===== config.mk =====
export PLATFORM = sky130hd
export DESIGN_NAME = alert_dispatch_ack_flat
export DESIGN_NICKNAME = d
export VERILOG_FILES = /design/src/rtl/alert_dispatch_ack_pkg.sv /design/src/rtl/alert_dispatch_ack_if.sv /design/src/rtl/alert_dispatch_ack_channel_fsm.sv /design/src/rtl/alert_dispatch_ack.sv /design/src/flat_wrapper.sv
export SDC_FILE = /design/constraint.sdc
export NUM_CORES = 1
export LEC_CHECK = 0
export CORE_MARGIN = 10
export CORE_UTILIZATION = 34
export CTS_BUF_LIST = sky130_fd_sc_hd__clkbuf_4 sky130_fd_sc_hd__clkbuf_8
export DETAILED_ROUTE_END_ITERATION = 8
export MAX_ROUTING_LAYER = met4
export RECOVER_POWER = 50
export SYNTH_ARGS = -nofsm -noshare
export SYNTH_HDL_FRONTEND = slang
export SYNTH_HIERARCHICAL = 1
export SYNTH_SLANG_ARGS = --single-unit

===== constraint.sdc =====
create_clock -name clk -period 4.53 [get_ports clk]
set_input_delay 0.906 -clock clk [delete_from_list [all_inputs] [get_ports clk]]
set_output_delay 0.906 -clock clk [all_outputs]
set_load 0.1 [all_outputs]

===== src/rtl/alert_dispatch_ack_pkg.sv =====
// Shared definitions for the alert dispatch path.
//   chan_state_e : per-channel delivery FSM states
//   CH_*         : bit index of each notification channel in the alert vectors
//   NUM_CH       : number of notification channels
package alert_pkg;

  localparam int unsigned NUM_CH   = 3;
  localparam int unsigned CH_APP   = 0;
  localparam int unsigned CH_EMAIL = 1;
  localparam int unsigned CH_SMS   = 2;

  typedef enum logic [2:0] {
    IDLE,
    REQ,
    BACKOFF,
    DONE,
    FAIL
  } chan_state_e;

endpackage


===== src/rtl/alert_dispatch_ack_if.sv =====
// Request/acknowledge bundle between the dispatcher and the channel logic
// (app gateway, mail relay, SMS modem). One bit per channel, indexed by CH_*.
//   ch_req : delivery request, driven by the dispatcher (master)
//   ch_ack : single-cycle delivery acknowledge, driven by the channel (slave)
interface alert_dispatch_ack_if import alert_pkg::*; ();

  logic [NUM_CH-1:0] ch_req;
  logic [NUM_CH-1:0] ch_ack;

  modport master (output ch_req, input ch_ack);
  modport slave  (input ch_req, output ch_ack);

endinterface


===== src/rtl/alert_dispatch_ack_channel_fsm.sv =====
// One notification channel: rising-edge detect on its alert level, req/ack
// delivery with per-attempt timeout, backoff between attempts, bounded retries,
// and sticky delivered/failed status.
//   clk, rst_n  : clock, asynchronous active-low reset
//   alert       : alert level for this channel
//   user_clear  : returns the channel to IDLE and clears the sticky bits
//   ack         : delivery acknowledge pulse from the channel
//   req         : registered delivery request
//   delivered   : sticky success
//   failed      : sticky failure (all attempts timed out)
//   busy        : channel is in REQ or BACKOFF
module alert_channel_fsm import alert_pkg::*; #(
  parameter int unsigned TIMEOUT_CYCLES = 1000,
  parameter int unsigned BACKOFF_CYCLES = 250,
  parameter int unsigned MAX_RETRIES    = 3,
  parameter int unsigned CNT_W          = 11
) (
  input  logic clk,
  input  logic rst_n,
  input  logic alert,
  input  logic user_clear,
  input  logic ack,
  output logic req,
  output logic delivered,
  output logic failed,
  output logic busy
);

  localparam int unsigned ATT_W = $clog2(MAX_RETRIES + 1) + 1;
  localparam logic [CNT_W-1:0] TO_LAST = CNT_W'(TIMEOUT_CYCLES - 1);
  localparam logic [CNT_W-1:0] BO_LAST = CNT_W'(BACKOFF_CYCLES - 1);
  localparam logic [ATT_W-1:0] ATT_MAX = ATT_W'(MAX_RETRIES);

  chan_state_e      state, state_n;
  logic [CNT_W-1:0] timer, timer_n;
  logic [ATT_W-1:0] attempt, attempt_n;
  logic             delivered_n, failed_n;
  logic             prev;
  logic             armed;
  logic             trigger;

  // prev is cleared by reset, so a level already high when reset releases
  // would look like a fresh edge. armed suppresses triggers until one edge
  // has been sampled out of reset, forcing a real 0->1 transition first.
  assign trigger = alert & ~prev & armed;

  always_comb begin
    state_n     = state;
    timer_n     = timer;
    attempt_n   = attempt;
    delivered_n = delivered;
    failed_n    = failed;

    if (user_clear) begin
      state_n     = IDLE;
      timer_n     = '0;
      attempt_n   = '0;
      delivered_n = 1'b0;
      failed_n    = 1'b0;
    end else begin
      unique case (state)
        IDLE, DONE, FAIL: begin
          if (trigger) begin
            state_n   = REQ;
            timer_n   = '0;
            attempt_n = '0;
          end
        end
        REQ: begin
          // Ack is checked first so it wins over a coincident timeout.
          if (ack) begin
            state_n     = DONE;
            timer_n     = '0;
            delivered_n = 1'b1;
          end else if (timer == TO_LAST) begin
            timer_n = '0;
            if (attempt == ATT_MAX) begin
              state_n  = FAIL;
              failed_n = 1'b1;
            end else begin
              state_n   = BACKOFF;
              attempt_n = attempt + ATT_W'(1);
            end
          end else begin
            timer_n = timer + CNT_W'(1);
          end
        end
        BACKOFF: begin
          if (timer == BO_LAST) begin
            state_n = REQ;
            timer_n = '0;
          end else begin
            timer_n = timer + CNT_W'(1);
          end
        end
        default: state_n = IDLE;
      endcase
    end
  end

  always_ff @(posedge clk or negedge rst_n) begin
    if (!rst_n) begin
      state     <= IDLE;
      timer     <= '0;
      attempt   <= '0;
      delivered <= 1'b0;
      failed    <= 1'b0;
      req       <= 1'b0;
      prev      <= 1'b0;
      armed     <= 1'b0;
    end else begin
      state     <= state_n;
      timer     <= timer_n;
      attempt   <= attempt_n;
      delivered <= delivered_n;
      failed    <= failed_n;
      req       <= (state_n == REQ);
      prev      <= alert;
      armed     <= 1'b1;
    end
  end

  assign busy = (state == REQ) || (state == BACKOFF);

endmodule


===== src/rtl/alert_dispatch_ack.sv =====
// Alert dispatcher: delivers each rising alert level to its notification
// channel over req/ack, supervising every channel independently.
//   clk, rst_n  : clock, asynchronous active-low reset
//   alert_in    : alert levels (CH_APP, CH_EMAIL, CH_SMS)
//   user_clear  : pulse; clears all channel state and status
//   chan        : per-channel ch_req (out) / ch_ack (in)
//   delivered   : sticky per-channel success
//   failed      : sticky per-channel failure
//   escalate    : registered OR of failed
//   busy        : any channel in REQ or BACKOFF
module alert_dispatch_ack import alert_pkg::*; #(
  parameter int unsigned TIMEOUT_CYCLES = 1000,
  parameter int unsigned BACKOFF_CYCLES = 250,
  parameter int unsigned MAX_RETRIES    = 3
) (
  input  logic                 clk,
  input  logic                 rst_n,
  input  logic [NUM_CH-1:0]    alert_in,
  input  logic                 user_clear,
  alert_dispatch_ack_if.master chan,
  output logic [NUM_CH-1:0]    delivered,
  output logic [NUM_CH-1:0]    failed,
  output logic                 escalate,
  output logic                 busy
);

  localparam int unsigned CNT_W =
    $clog2((TIMEOUT_CYCLES > BACKOFF_CYCLES) ? TIMEOUT_CYCLES : BACKOFF_CYCLES) + 1;

  logic [NUM_CH-1:0] req_v;
  logic [NUM_CH-1:0] busy_v;

  for (genvar i = 0; i < NUM_CH; i++) begin : g_ch
    alert_channel_fsm #(
      .TIMEOUT_CYCLES (TIMEOUT_CYCLES),
      .BACKOFF_CYCLES (BACKOFF_CYCLES),
      .MAX_RETRIES    (MAX_RETRIES),
      .CNT_W          (CNT_W)
    ) u_fsm (
      .clk        (clk),
      .rst_n      (rst_n),
      .alert      (alert_in[i]),
      .user_clear (user_clear),
      .ack        (chan.ch_ack[i]),
      .req        (req_v[i]),
      .delivered  (delivered[i]),
      .failed     (failed[i]),
      .busy       (busy_v[i])
    );
  end

  assign chan.ch_req = req_v;
  assign busy        = |busy_v;

  // Cleared directly by user_clear so it drops on the same edge as failed.
  always_ff @(posedge clk or negedge rst_n) begin
    if (!rst_n) begin
      escalate <= 1'b0;
    end else if (user_clear) begin
      escalate <= 1'b0;
    end else begin
      escalate <= |failed;
    end
  end

endmodule

===== src/flat_wrapper.sv =====
// flat-port wrapper written by rule: the top's interface ports become plain ports
module alert_dispatch_ack_flat import alert_pkg::*;
#(
  parameter int unsigned TIMEOUT_CYCLES = 1000,
  parameter int unsigned BACKOFF_CYCLES = 250,
  parameter int unsigned MAX_RETRIES    = 3
)
  (clk, rst_n, alert_in, user_clear, delivered, failed, escalate, busy, chan_ch_req, chan_ch_ack);
  alert_dispatch_ack_if chan_i ();
  input  logic clk;
  input  logic rst_n;
  input  logic [NUM_CH-1:0] alert_in;
  input  logic user_clear;
  output logic [NUM_CH-1:0] delivered;
  output logic [NUM_CH-1:0] failed;
  output logic escalate;
  output logic busy;
  output wire logic [$bits(chan_i.ch_req)-1:0] chan_ch_req;
  input wire logic [$bits(chan_i.ch_ack)-1:0] chan_ch_ack;
  assign chan_ch_req = chan_i.ch_req;
  assign chan_i.ch_ack = chan_ch_ack;
  alert_dispatch_ack #(.TIMEOUT_CYCLES(TIMEOUT_CYCLES), .BACKOFF_CYCLES(BACKOFF_CYCLES), .MAX_RETRIES(MAX_RETRIES)) u_core (.clk(clk), .rst_n(rst_n), .alert_in(alert_in), .user_clear(user_clear), .chan(chan_i), .delivered(delivered), .failed(failed), .escalate(escalate), .busy(busy));
endmodule

==> results of run 1 <==
==> power breakdown <==
| group | switching, W | internal (W) | total [W] |
|---|---|---|---|
| Clock | 0.000229 | 0.000225 | 0.000454 |
| Sequential | 0.0000288 | 0.000619 | 0.000648 |
| Combinational | 0.000110 | 0.0000627 | 0.000173 |
==> routing by layer <==
metal / vias to the layer above / global-route usage / share of wire
met5: - / - / 0
met4: 0 / 0.04065 / 0.012
met3: 4 / 0.02197 / 0.025
met2: 30 / 0.1577 / 0.47
met1: 1425 / 0.1327 / 0.49
li1: 1493 / - / -
==> worst max-delay path: cells and delay by family (launching register included) <==
| kind | cells | cell delay [ns] |
|---|---|---|
| xor gates and xnor gates | 1 | 0.16 |
| buffers and inverters | 1 | 0.98 |
| DFF | 1 | 0.56 |
| and+or+nand+nor | 2 | 0.44 |
==> layout make-up <==
type,count,area (µm²),share of cell area
flip-flops and latches,67,1677,0.3977
well taps,140,175.2,0.04156
clock inverters,4,26.28,0.006233
clock buffers,12,152.6,0.03621
repair buffers,21,198.9,0.04720
inverters,19,71.32,0.01692
multi-input cells,303,1914,0.4541
==> through the flow <==
| step | power (W) | utilization |
|---|---|---|
| floorplan | 0.0007796 | - |
| global placement | 0.0008322 | 0.3741 |
| detailed placement | 0.0008353 | 0.3741 |
| CTS | 0.001297 | 0.3907 |
| global route | 0.001351 | 0.3906 |
| finish | 0.001275 | 0.3906 |
==> cell families after synthesis <==
kind of cell / Yosys count / share of synthesized area
XOR/XNOR: 13 / 0.03038
other: 3 / 0.003005
AND/OR/NAND/NOR: 165 / 0.2474
flip-flops: 67 / 0.4474
adder cells (fa/ha/maj): 12 / 0.04007
buffers and inverters: 32 / 0.04174
multiplexers: 6 / 0.01669
AO/OA/AOI/OAI: 104 / 0.1733
==> state kept, by name, summed over array words and instances (netlist names) <==
signal,flops
u_core/g_ch.u_fsm/armed,3
u_core/g_ch.u_fsm/timer,33
u_core/g_ch.u_fsm/state,9
u_core/g_ch.u_fsm/attempt,9
u_core/escalate,1
u_core/g_ch.u_fsm/prev,3
u_core/g_ch.u_fsm/req,3
u_core/g_ch.u_fsm/delivered,3
u_core/g_ch.u_fsm/failed,3
==> worst max-delay path by stage <==
| stage | from | end | slack (ns) | cells past startpoint |
|---|---|---|---|---|
| 3_5_place_dp | user_clear | u_core/g_ch[0].u_fsm/timer[2] | 1.24 | 6 |
| 2_1_floorplan | u_core/g_ch[0].u_fsm/state[0] | busy | 2.09 | 4 |
| 5_1_grt | u_core/g_ch[0].u_fsm/state[0] | busy | 1.03 | 4 |
| 6_report | u_core/g_ch[0].u_fsm/state[0] | busy | 1.15 | 4 |
| 3_3_place_gp | user_clear | u_core/g_ch[0].u_fsm/timer[2] | 1.33 | 6 |
| 4_1_cts | u_core/g_ch[1].u_fsm/state[1] | busy | 1.12 | 4 |
==> synthesized netlist by cell type (7+ instances only) <==
library cell | instances | area share
dfrtp_1 | 67 | 0.45
nand2_1 | 43 | 0.043
a21oi_1 | 34 | 0.045
nor2_1 | 34 | 0.034
nand3_1 | 20 | 0.027
inv_1 | 19 | 0.019
o21ai_0 | 17 | 0.023
a31oi_1 | 12 | 0.020
ha_1 | 12 | 0.040
nand3b_1 | 8 | 0.016
o22ai_1 | 8 | 0.013
nor3_1 | 7 | 0.0093
xnor2_1 | 7 | 0.016
==> results.toml, run 1 <==
[placement]
place_inst = 550
port_buffers = 19
place.gp.congestion = 0.8288
dpl_worst_slack_ns = 1.243
place.detailed.hpwl_um = 5508
placed_cell_area_mm2 = 0.004038

[finish]
final_area_mm2 = 0.004215
drive_gt1_frac = 0.09155
syn2layout_area_growth_pct = 12.49
nets = 442
insertedDiodeCount = 0
layout_common_cells = "dfrtp_1 (67), nand2_1 (43), nor2_1 (34), a21oi_1 (34), nand3_1 (20)"
final_common_cell = "dfrtp_1"
n_fill_cell = 1073
stdcell_count = 566

[clocking]
clockRootBuffer = "clkbuf_8"
h-tree-depth = 3
insertion_delay_ns = 0.34
numCtsBuffers = 9
clk_pin_slew_worst_paths_ns = 0.08
cts_setup_buffers = 0
ctsHoldBuffers = 0
cts_resized = 0
cts_tree = "done"
cts_buffer_depth = 2
cts.sinks = 67

[critical_path]
r2r_slack_ns = 2.21
slowest_delay_ns = 0.98
cp-end-kind = "output port"
cp_data_arrival_time_ns = 2.47
reg2reg_to = "u_core/g_ch[2].u_fsm/timer[5]"
cp_data_required_time_ns = 3.62
path_cells = "xnor2_1, nor2_1, or3_1, clkdlybuf4s50_1"
reg2reg_depth = 7
crit_fanout = 12
rr_startpoint = "u_core/g_ch[2].u_fsm/timer[1]"
cp-start-kind = "flip-flop"
critPathKind = "flip-flop to output port"
critical-path-slowest-cell = "clkdlybuf4s50_1"

[job]
cap_viol_max_count = 1

[die]
rows = 38
die_h_um = 125.0
die-area_mm2 = 0.01562
die_w_um = 125.0
coreArea_mm2 = 0.01079
ios = 20
start_util = 0.3472

[global_routing]
grt_pass1_wl_um = 13630
antenna_found_initial = 0
grt_pass1_vias = 2883
overflow = 0
track_usage = 0.1040
grt_max_degree = 37

[routing]
drc = 0
drt_wl_total_um = 7688
drtIter0Drc = 236
first_pass_iters = 5
viasPerCell = 5.216
wl_per_cell_um = 13.58
antenna_left = 0
via_count = 2952

[logic_synthesis]
synth_seq_cells = 67
synth-edff-count = 0
synth_area_mm2 = 0.003747
synth_cell_type_count = 67
yosysWarnings = 6
synth_cells = 402
async_flop_share = 1.000
ys.flop_type = "dfrtp_1"
syn_avg_cell_area_um2 = 9.322
synth_seq_area_share = 0.4474
synth_nets = 423

[timing]
finalSetupViolations = 0
worstMarginPinSlew_ns = 1.906
setup_tns_ns = 0
fin_ws_ns = 1.154
maxSlewHeadroom = -0.2704
fmax_mhz = 296.2
hold_violations = 0
holdWs_ns = 0.4923
finalCritPeriodShare = 0.7452
fin_crit_ns = 3.376
slew_viol_final = 37
rsz0062_at_grt = "no"
fin_skew_ns = 0.009324

[outcome]
outcome = "finished, violations left"
violations = "max-capacitance violations, max-slew violations"

[min_path]
hold_path_depth = 1
hold_start = "u_core/g_ch[2].u_fsm/attempt[2]"
holdPathEnd = "u_core/g_ch[2].u_fsm/attempt[2]"
hold_class = "flip-flop to flip-flop"

[power_and_ir_drop]
power.density_mw_per_mm2 = 302.6
ir_drop_mv = 0.1153
leakage_nw = 1.743
Note: power is estimated with default switching activity, not from simulation.
==> inputs of run 2 (changes only) <==
==> constraint.sdc (replaced) <==
create_clock -name clk -period 3.39 [get_ports clk]
set_input_delay 0.678 -clock clk [delete_from_list [all_inputs] [get_ports clk]]
set_output_delay 0.678 -clock clk [all_outputs]
set_load 0.1 [all_outputs]
==> run 2 against run 1 <==
The run still ends with max-capacitance violations, max-slew violations left. First-iteration DRC count fell by 6.8%. Clock power up 56%. Clock skew down 0.0025 ns. Total power rose by 41%. Count of clock-buffer cells in the layout stayed put. Hold slack barely moved. Critical endpoint is now u_core/g_ch[0].u_fsm/timer[4]. Largest power group unchanged.
==> results.toml, run 2 (same netlist as run 1, synthesis figures left out) <==
[outcome]
outcome = "finished, violations left"
violations = "max-capacitance violations, max-slew violations"

[timing]
finalCritPeriodShare = 0.7601
fin_skew_ns = 0.006805
worstMarginPinSlew_ns = 1.653
rsz0062_at_grt = "no"
holdWs_ns = 0.4924
setup_tns_ns = 0
fmax_mhz = 388.1
fin_ws_ns = 0.8131
finalSetupViolations = 0
fin_crit_ns = 2.577
maxSlewHeadroom = -0.1019
hold_violations = 0
slew_viol_final = 68

[global_routing]
overflow = 0
antenna_found_initial = 0
grt_pass1_wl_um = 13580
grt_pass1_vias = 2889
track_usage = 0.1055
grt_max_degree = 68

[routing]
wl_per_cell_um = 13.73
drt_wl_total_um = 7784
routed-wl-met2_um = 3607
antenna_left = 0
wl_met3_um = 232
met1Wirelength_um = 3750
via_count = 2950
first_pass_iters = 4
viasPerCell = 5.203
drc = 0
drtIter0Drc = 220
highest_layer = "met4"

[power_and_ir_drop]
leakage_nw = 1.781
ir_drop_mv = 0.1307
power.density_mw_per_mm2 = 425.9

[finish]
insertedDiodeCount = 0
drive_gt1_frac = 0.1148
syn2layout_area_growth_pct = 13.02
largest_register_ffs = 33
layout_common_cells = "dfrtp_1 (67), nand2_1 (43), nor2_1 (34), a21oi_1 (34), nand3_1 (20)"
top_regs = "u_core/g_ch.u_fsm/timer (33), u_core/g_ch.u_fsm/attempt (9), u_core/g_ch.u_fsm/state (9)"
final_common_cell = "dfrtp_1"
nets = 443
regMostFlops = "u_core/g_ch.u_fsm/timer"

[placement]
place.gp.congestion = 0.7803
place.detailed.hpwl_um = 5486
dpl_worst_slack_ns = 0.5009
port_buffers = 19

[critical_path]
critPathKind = "primary input to flip-flop"
cp-end-kind = "flip-flop"
cp_data_required_time_ns = 3.66
cp_data_arrival_time_ns = 2.84
crit_family = "simple AND/OR/NAND/NOR gates"
critical-path-slowest-cell = "dlygate4sd3_1"
slowest_delay_ns = 0.72
crit_fanout = 12
path_buf_inv = 1
cp-start-kind = "primary input"
path_cells = "dlygate4sd3_1, or4b_1, nor2_1, a22o_1, a21oi_1, mux2i_1"

[die]
die-area_mm2 = 0.01562
coreArea_mm2 = 0.01079
start_util = 0.3472
die_h_um = 125.0
die_w_um = 125.0
rows = 38
ios = 20

[clocking]
ctsHoldBuffers = 0
cts_resized = 0
clockRootBuffer = "clkbuf_8"
h-tree-depth = 3
cts_buffer_depth = 2
cts_setup_buffers = 0
numCtsBuffers = 9
clk_pin_slew_worst_paths_ns = 0.08
cts.sinks = 67
cts_tree = "done"
insertion_delay_ns = 0.35

[min_path]
hold_class = "flip-flop to flip-flop"

[job]
cap_viol_max_count = 1
==> run 2: changes by cell type in the layout (fill, tap and decap cells not counted), moves of 2 or more <==
cell / delta
buf_4: +8
clkdlybuf4s50_1: -8
clkbuf_4: -2
clkbuf_8: +2
==> run 2: path summary, 6_finish.rpt <==
check                                           startpoint                              end  slack (ns)  cells after the start
max                                             user_clear    u_core/g_ch[0].u_fsm/timer[4]        0.81                      6
min                        u_core/g_ch[2].u_fsm/attempt[2]  u_core/g_ch[2].u_fsm/attempt[2]        0.49                      1
max reg2reg                  u_core/g_ch[2].u_fsm/timer[1]    u_core/g_ch[2].u_fsm/timer[5]        1.09                      7
min reg2reg                u_core/g_ch[2].u_fsm/attempt[2]  u_core/g_ch[2].u_fsm/attempt[2]        0.49                      1
max in group asynchronous                            rst_n    u_core/g_ch[0].u_fsm/timer[4]        1.56                      2
min in group asynchronous                            rst_n  u_core/g_ch[2].u_fsm/attempt[2]        0.83                      2
==> run 2: cell type report <==
class,count,area (µm²)
fill,1070,6558
sequential,67,1677
timing repair buffer,22,185.2
tap,140,175.2
inverter,19,71.32
multi-input combinational,303,1914
clock buffer,12,165.2
clock inverter,4,47.55
==> run 2: per-stage QoR <==
step	utilization	cells	total power [W]	area [µm²]
after detailed placement	0.3729	551	0.001114	4025
after global routing	0.3924	567	0.001893	4235
after CTS	0.3927	567	0.001828	4238
after floorplan	-	402	0.001042	3747
final	0.3924	567	0.001804	4235
after global placement	0.3729	551	0.001110	4025
==> run 2: power by group <==
| part | internal (W) | switching [W] | leakage (nW) |
|---|---|---|---|
| Sequential | 0.000828 | 0.0000381 | 0.916 |
| Clock | 0.000397 | 0.000312 | 0.108 |
| Combinational | 0.0000824 | 0.000146 | 0.756 |
| Total | 0.00131 | 0.000496 | 1.78 |
==> run 2: worst reg2reg max path: stages (launching register included) <==
cell and delay, ns:
dfrtp_1 0.41, inv_1 0.08, ha_1 0.13, or4b_1 0.42, or4_4 0.51, o2bb2ai_2 0.26
a41oi_1 0.27, a31oi_1 0.07
==> run 2: layer usage <==
metal,vias up,global-route usage
met1,1407,0.1272
met4,0,0.06436
li1,1494,-
met5,-,-
met2,34,0.1592
met3,15,0.02155
==> inputs of run 3 (changes only) <==
==> constraint.sdc (replaced) <==
create_clock -name clk -period 2.58 [get_ports clk]
set_input_delay 0.516 -clock clk [delete_from_list [all_inputs] [get_ports clk]]
set_output_delay 0.516 -clock clk [all_outputs]
set_load 0.1 [all_outputs]
==> run 3 against run 2 <==
The run now ends clean. Clock skew rose by 0.0012 ns. Register-to-register slack got worse by 0.87 ns. Flip-flop and latch count did not move. Non-clock buffer count rose by 6. Worst setup slack got worse by 0.59 ns. Core utilization rose by 0.56 points. Via count rose by 3.2%. Sequential share of layout area fell by 0.55 points. First-iteration DRC count fell by 4.5%. Wire length rose by 4.6%. Critical path type is now flip-flop to flip-flop. Largest cell class unchanged.
==> results.toml, run 3 (same netlist as run 1, synthesis figures left out) <==
[outcome]
outcome = "finished, final reports clean"

[finish]
syn2layout_area_growth_pct = 14.62
n_fill_cell = 1048
top_regs = "u_core/g_ch.u_fsm/timer (33), u_core/g_ch.u_fsm/attempt (9), u_core/g_ch.u_fsm/state (9)"
multiInputGateArea_mm2 = 0.001914
final_common_cell = "dfrtp_1"
layout_common_cells = "dfrtp_1 (67), nand2_1 (43), nor2_1 (34), a21oi_1 (34), nand3_1 (20)"
drive_gt1_frac = 0.1316
regMostFlops = "u_core/g_ch.u_fsm/timer"
nets = 449
largest_register_ffs = 33
insertedDiodeCount = 0
seq_area_mm2 = 0.001677

[placement]
place.gp.congestion = 0.8626
port_buffers = 19
dpl_worst_slack_ns = 0.09194
place.detailed.hpwl_um = 5913

[clocking]
h-tree-depth = 3
cts_resized = 0
cts_setup_buffers = 0
ctsHoldBuffers = 0
cts_buffer_depth = 2
insertion_delay_ns = 0.35
clockRootBuffer = "clkbuf_8"
cts.sinks = 67
clk_pin_slew_worst_paths_ns = 0.08
cts_tree = "done"
numCtsBuffers = 9

[timing]
maxSlewHeadroom = 0.1939
fmax_mhz = 424.6
finalCritPeriodShare = 0.9129
finalSetupViolations = 0
rsz0062_at_grt = "no"
fin_crit_ns = 2.355
hold_violations = 0
fin_skew_ns = 0.007981
fin_ws_ns = 0.2246
slew_viol_final = 0
worstMarginPinSlew_ns = 1.209
setup_tns_ns = 0
holdWs_ns = 0.3961

[critical_path]
reg2reg_depth = 8
reg2reg_to = "u_core/g_ch[2].u_fsm/timer[9]"
r2r_slack_ns = 0.22
crit_start = "u_core/g_ch[2].u_fsm/timer[1]"
crit_fanout = 8
cp_data_required_time_ns = 2.81
cp-start-kind = "flip-flop"
critPathKind = "flip-flop to flip-flop"
cp-end-kind = "flip-flop"
rr_startpoint = "u_core/g_ch[2].u_fsm/timer[1]"
endpoint = "u_core/g_ch[2].u_fsm/timer[9]"
cp_data_arrival_time_ns = 2.58

[die]
die-area_mm2 = 0.01562
ios = 20
coreArea_mm2 = 0.01079
start_util = 0.3472
die_w_um = 125.0
rows = 38
die_h_um = 125.0

[global_routing]
grt_pass1_vias = 2988
overflow = 0
track_usage = 0.1082
antenna_found_initial = 0
grt_max_degree = 26
grt_pass1_wl_um = 13920

[routing]
drtIter0Drc = 210
drt_wl_total_um = 8144
first_pass_iters = 4
wl_per_cell_um = 14.21
viasPerCell = 5.312
antenna_left = 0
drc = 0
via_count = 3044

[power_and_ir_drop]
power.density_mw_per_mm2 = 570.1
ir_drop_mv = 0.2388
leakage_nw = 1.829

[min_path]
hold_class = "primary input to asynchronous set/reset pin"

[job]
cap_viol_max_count = 0
run 3: final cells by class:
class | count | area share
repair buffers | 28 | 0.05389
flip-flops and latches | 67 | 0.3903
inverters | 19 | 0.01660
well taps | 140 | 0.04078
clock inverters | 5 | 0.01748
clock buffers | 11 | 0.03525
multi-input cells | 303 | 0.4457
run 3: worst max-delay path, cell delays in order (launching register included):
cell	delay, ns
dfrtp_1	0.41
inv_1	0.08
ha_1	0.14
or4b_1	0.43
or4_4	0.52
o2bb2ai_2	0.20
buf_4	0.20
a41oi_1	0.20
a31oi_1	0.06
run 3: how the worst min path moves through the flow:
stage	start	endpoint	slack, ns	depth (start not counted)
after floorplan	rst_n	u_core/escalate	0.22	0
after global placement	u_core/g_ch[0].u_fsm/attempt[0]	u_core/g_ch[0].u_fsm/attempt[0]	0.48	1
after detailed placement	u_core/g_ch[2].u_fsm/attempt[2]	u_core/g_ch[2].u_fsm/attempt[2]	0.48	1
after CTS	rst_n	u_core/g_ch[2].u_fsm/state[0]	0.13	1
after global routing	rst_n	u_core/g_ch[2].u_fsm/attempt[0]	0.49	1
final	rst_n	u_core/g_ch[2].u_fsm/timer[8]	0.40	1
run 3: report_power, final:
group	total [W]	internal, W	leakage, nW	switching [W]
Clock	0.000997	0.000592	0.119	0.000405
Sequential	0.00114	0.00109	0.916	0.0000499
Combinational	0.000314	0.000116	0.794	0.000198
Total	0.00245	0.00180	1.83	0.000653
run 3: stage by stage:
stage	instances	util	power (W)	area (µm²)
floorplan	402	-	0.001369	3747
global placement	557	0.3776	0.001470	4075
detailed placement	557	0.3776	0.001477	4075
CTS	573	0.3986	0.002494	4302
global route	573	0.3980	0.002581	4295
finish	573	0.3980	0.002449	4295
run 3: layer usage:
metal / global-route usage / share of wire
met1: 0.1262 / 0.46
met2: 0.1648 / 0.48
met3: 0.02831 / 0.041
met4: 0.06436 / 0.018
met5: - / 0
==> patch 1: new RTL, settings of run 2 <==
Put a register stage on the output `failed`, cleared by the reset. The value now appears one clock later. The other outputs are not delayed to match. Comments in the files are not updated.
--- a/src/rtl/alert_dispatch_ack.sv
+++ b/src/rtl/alert_dispatch_ack.sv
@@ -27,6 +27,8 @@
   localparam int unsigned CNT_W =
     $clog2((TIMEOUT_CYCLES > BACKOFF_CYCLES) ? TIMEOUT_CYCLES : BACKOFF_CYCLES) + 1;
 
+  logic [NUM_CH-1:0] failed_d;
+
   logic [NUM_CH-1:0] req_v;
   logic [NUM_CH-1:0] busy_v;
 
@@ -44,7 +46,7 @@
       .ack        (chan.ch_ack[i]),
       .req        (req_v[i]),
       .delivered  (delivered[i]),
-      .failed     (failed[i]),
+      .failed     (failed_d[i]),
       .busy       (busy_v[i])
     );
   end
@@ -59,7 +61,15 @@
     end else if (user_clear) begin
       escalate <= 1'b0;
     end else begin
-      escalate <= |failed;
+      escalate <= |failed_d;
+    end
+  end
+
+  always_ff @(posedge clk or negedge rst_n) begin
+    if (!rst_n) begin
+      failed <= '0;
+    end else begin
+      failed <= failed_d;
     end
   end
 
Check against the original RTL: no difference found for any inputs over 4 cycles, from zero or initial values and one cycle with rst_n low; that may be too few to reach the edited logic, so the function may still have changed.
==> patch 1 against run 2 <==
  * Wire length grew 3.0%
  * Largest cell class unchanged
  * Area after synthesis up 2.0%
  * Register-to-register slack got worse by 0.05 ns
  * Cell area is 2.2% higher
  * Sequential cell count increased by 3
  * Non-clock buffer count is 1 higher
  * Power increased by 4.3%
  * Maximum frequency rose by 1.0%
  * Worst setup slack better by 0.026 ns
  * Core utilization increased by 0.35 points
==> patch 1: results (changes against run 2) <==
metric,value,unit,change
mux cell area share after synthesis,0.0164,,was 0.0167
Post-synth top cells,"dfrtp_1, nand2_1, a21oi_1, nor2_1, nand3_1",,unchanged
met2 routed WL,3.85,mm,was 3.61 mm
xor and xnor area share after synthesis,0.0298,,was 0.0304
Synth area leaders,"dfrtp_1, a21oi_1, nand2_1",,unchanged
Comb pwr share,0.123,,was 0.127
drt via density,5.28,,was 5.20
CP max stage delay,0.63,ns,was 0.72 ns
met3 usage,0.0260,,was 0.0215
net count after synthesis,426,,was 423
Synth Register Bits,70,,was 67
buffering overhead,0.0451,,was 0.0437
outcome,"finished, final reports clean",,"was finished, violations left"
pre-CTS WS,0.471,ns,was 0.501 ns
Relative slew margins,0.321,,was -0.102
Min-Delay Path Class,in2async,,was reg2reg
clock buf count,9,,was 12
slowest CP cell,clkdlybuf4s50_1,,was dlygate4sd3_1
met1 usage,0.131,,was 0.127
met3 WL,279,µm,was 232 µm
critical path peak fanout,10,,was 12
post-DP HPWL,5.72,mm,was 5.49 mm
Worst EP arrival,2.82,ns,was 2.84 ns
share of layout cells above drive strength 1,0.104,,was 0.115
Avg Inst Size Synth,9.44,µm²,was 9.32 µm²
post-synthesis compound-gate area fraction,0.170,,was 0.173
Synth Area in Adders,0.0393,,was 0.0401
Nets,447,,was 443
GPL Wtd Cong,0.857,,was 0.780
routed wire length,8.01,mm,was 7.78 mm
Non-CTS buffers,23,,was 22
Post-DP Area,0.00412,mm²,was 0.00403 mm²
Post-Syn Instances,405,,was 402
Clock power frac,0.398,,was 0.393
met2 usage,0.165,,was 0.159
flop2flop setup slack,1.04,ns,was 1.09 ns
fin crit share,0.753,,was 0.760
Iter 0 DRT Violations,225,,was 220
ClkCell Share,0.0512,,was 0.0502
sequential area share after synthesis,0.458,,was 0.447
Storage cell area,0.00175,mm²,was 0.00168 mm²
GRT Util Overall,0.105,,was 0.106
WL per Instance,14.0,µm,was 13.7 µm
patch 1: changes by cell type after synthesis, sizes merged:
cell,delta
dfrtp,+3
patch 1: worst paths after layout:
check | from | end | depth (start not counted)
setup / recovery | user_clear | u_core/g_ch[0].u_fsm/timer[2]$_DFFE_PN0P_ | 6
hold / removal | rst_n | u_core/g_ch[2].u_fsm/attempt[2]$_DFFE_PN0P_ | 1
setup reg to reg | u_core/g_ch[2].u_fsm/timer[1]$_DFFE_PN0P_ | u_core/g_ch[2].u_fsm/timer[5]$_DFFE_PN0P_ | 7
hold reg to reg | u_core/g_ch[1].u_fsm/failed$_DFFE_PN0P_ | u_core/failed[1]$_DFF_PN0_ | 0
max in group asynchronous | rst_n | u_core/g_ch[0].u_fsm/failed$_DFFE_PN0P_ | 2
min in group clk | u_core/g_ch[1].u_fsm/failed$_DFFE_PN0P_ | u_core/failed[1]$_DFF_PN0_ | 0
==> patch 2: new RTL, settings of run 2 <==
Made on the original files. `BACKOFF_CYCLES` is set to 250 in 3 places; all go to 500.
--- a/src/rtl/alert_dispatch_ack_channel_fsm.sv
+++ b/src/rtl/alert_dispatch_ack_channel_fsm.sv
@@ -11,7 +11,7 @@
 //   busy        : channel is in REQ or BACKOFF
 module alert_channel_fsm import alert_pkg::*; #(
   parameter int unsigned TIMEOUT_CYCLES = 1000,
-  parameter int unsigned BACKOFF_CYCLES = 250,
+  parameter int unsigned BACKOFF_CYCLES = 500,
   parameter int unsigned MAX_RETRIES    = 3,
   parameter int unsigned CNT_W          = 11
 ) (
--- a/src/rtl/alert_dispatch_ack.sv
+++ b/src/rtl/alert_dispatch_ack.sv
@@ -10,7 +10,7 @@
 //   busy        : any channel in REQ or BACKOFF
 module alert_dispatch_ack import alert_pkg::*; #(
   parameter int unsigned TIMEOUT_CYCLES = 1000,
-  parameter int unsigned BACKOFF_CYCLES = 250,
+  parameter int unsigned BACKOFF_CYCLES = 500,
   parameter int unsigned MAX_RETRIES    = 3
 ) (
   input  logic                 clk,
--- a/src/flat_wrapper.sv
+++ b/src/flat_wrapper.sv
@@ -2,7 +2,7 @@
 module alert_dispatch_ack_flat import alert_pkg::*;
 #(
   parameter int unsigned TIMEOUT_CYCLES = 1000,
-  parameter int unsigned BACKOFF_CYCLES = 250,
+  parameter int unsigned BACKOFF_CYCLES = 500,
   parameter int unsigned MAX_RETRIES    = 3
 )
   (clk, rst_n, alert_in, user_clear, delivered, failed, escalate, busy, chan_ch_req, chan_ch_ack);
Check against the original RTL: no difference found for any inputs over 4 cycles, from zero or initial values and one cycle with rst_n low; that may be too few to reach the edited logic, so the function may still have changed.
==> patch 2 against run 2 <==
  * The run still ends with max-capacitance violations, max-slew violations left
  * Clock skew rose by 0.0045 ns
  * Cell area rose by 1.0%
  * Worst setup slack improved by 0.11 ns
  * Clock power fell by 4.8%
  * Power fell by 7.0%
  * Sequential cell count did not move
  * Wire length barely moved
  * Largest power group unchanged
  * Area after synthesis rose by 0.67%
==> patch 2: results (changes against run 2) <==
metric,value,unit,change
largest net degree at the start of global routing,40,,was 68
GRT Util Overall,0.104,,was 0.106
Worst R2R Start,u_core/g_ch[2].u_fsm/timer[0]$_DFFE_PN0P_,,was u_core/g_ch[2].u_fsm/timer[1]$_DFFE_PN0P_
failing checks,"max-capacitance violations, max-slew violations",,unchanged
flop2flop setup slack,0.97,ns,was 1.09 ns
number of max-cap violations,1,,unchanged
pre-CTS WS,0.627,ns,was 0.501 ns
slowest CP cell,clkdlybuf4s50_1,,was dlygate4sd3_1
vias in the first global route,2960,,was 2889
Worst Hold Launch,u_core/g_ch[0].u_fsm/attempt[2]$_DFFE_PN0P_,,was u_core/g_ch[2].u_fsm/attempt[2]$_DFFE_PN0P_
met2 usage,0.157,,was 0.159
pins over their slew limit,40,,was 68
worst vdd rail ir drop,0.167,mV,was 0.131 mV
M1 WL,3.84,mm,was 3.75 mm
Synth area leaders,"dfrtp_1, nor2_1, nand2_1",,"was dfrtp_1, a21oi_1, nand2_1"
GPL Wtd Cong,0.910,,was 0.780
Worst Skew,0.0113,ns,was 0.00680 ns
met1 usage,0.130,,was 0.127
Clock power frac,0.403,,was 0.393
Hold EP,u_core/g_ch[0].u_fsm/attempt[2]$_DFFE_PN0P_,,was u_core/g_ch[2].u_fsm/attempt[2]$_DFFE_PN0P_
Synth cell types,73,,was 67
FF-to-FF path depth,6,,was 7
CP max stage delay,1.12,ns,was 0.72 ns
Iter 0 DRT Violations,228,,was 220
CP startpoint,u_core/escalate$_DFF_PN0_,,was user_clear
Post-DP Area,0.00409,mm²,was 0.00403 mm²
Post-synth top cells,"dfrtp_1, nor2_1, nand2_1",,"was dfrtp_1, nand2_1, a21oi_1, nor2_1, nand3_1"
Hold Path Stages,2,,was 1
Non-Filler Instances,554,,was 567
net count after synthesis,403,,was 423
post-synthesis compound-gate area fraction,0.175,,was 0.173
outcome,"finished, violations left",,unchanged
patch 2: changes by cell type after synthesis, sizes merged, moves of 5 or more:
cell / before / now
a21oi: 34 / 18
nand2: 43 / 33
o21ai: 23 / 15
a22o: 3 / 10
a31oi: 12 / 5
o2bb2ai: 2 / 9
xnor2: 7 / 13
nand4: 3 / 8
patch 2: power groups by stage:
stage | Clock (W) | Sequential (W) | Combinational (W)
after floorplan | 0 | 0.000860 | 0.0000962
after global placement | 0 | 0.000845 | 0.000174
after detailed placement | 0 | 0.000846 | 0.000176
after CTS | 0.000698 | 0.000830 | 0.000176
after global routing | 0.000738 | 0.000833 | 0.000193
final | 0.000676 | 0.000831 | 0.000171
patch 2: final cells by class:
cell class / instances / area [µm²]
sequential: 67 / 1680
clock buffer: 10 / 138
fill: 1091 / 6560
tap: 140 / 175
timing repair buffer: 25 / 199
multi-input combinational: 291 / 1970
clock inverter: 6 / 63.8
inverter: 15 / 56.3
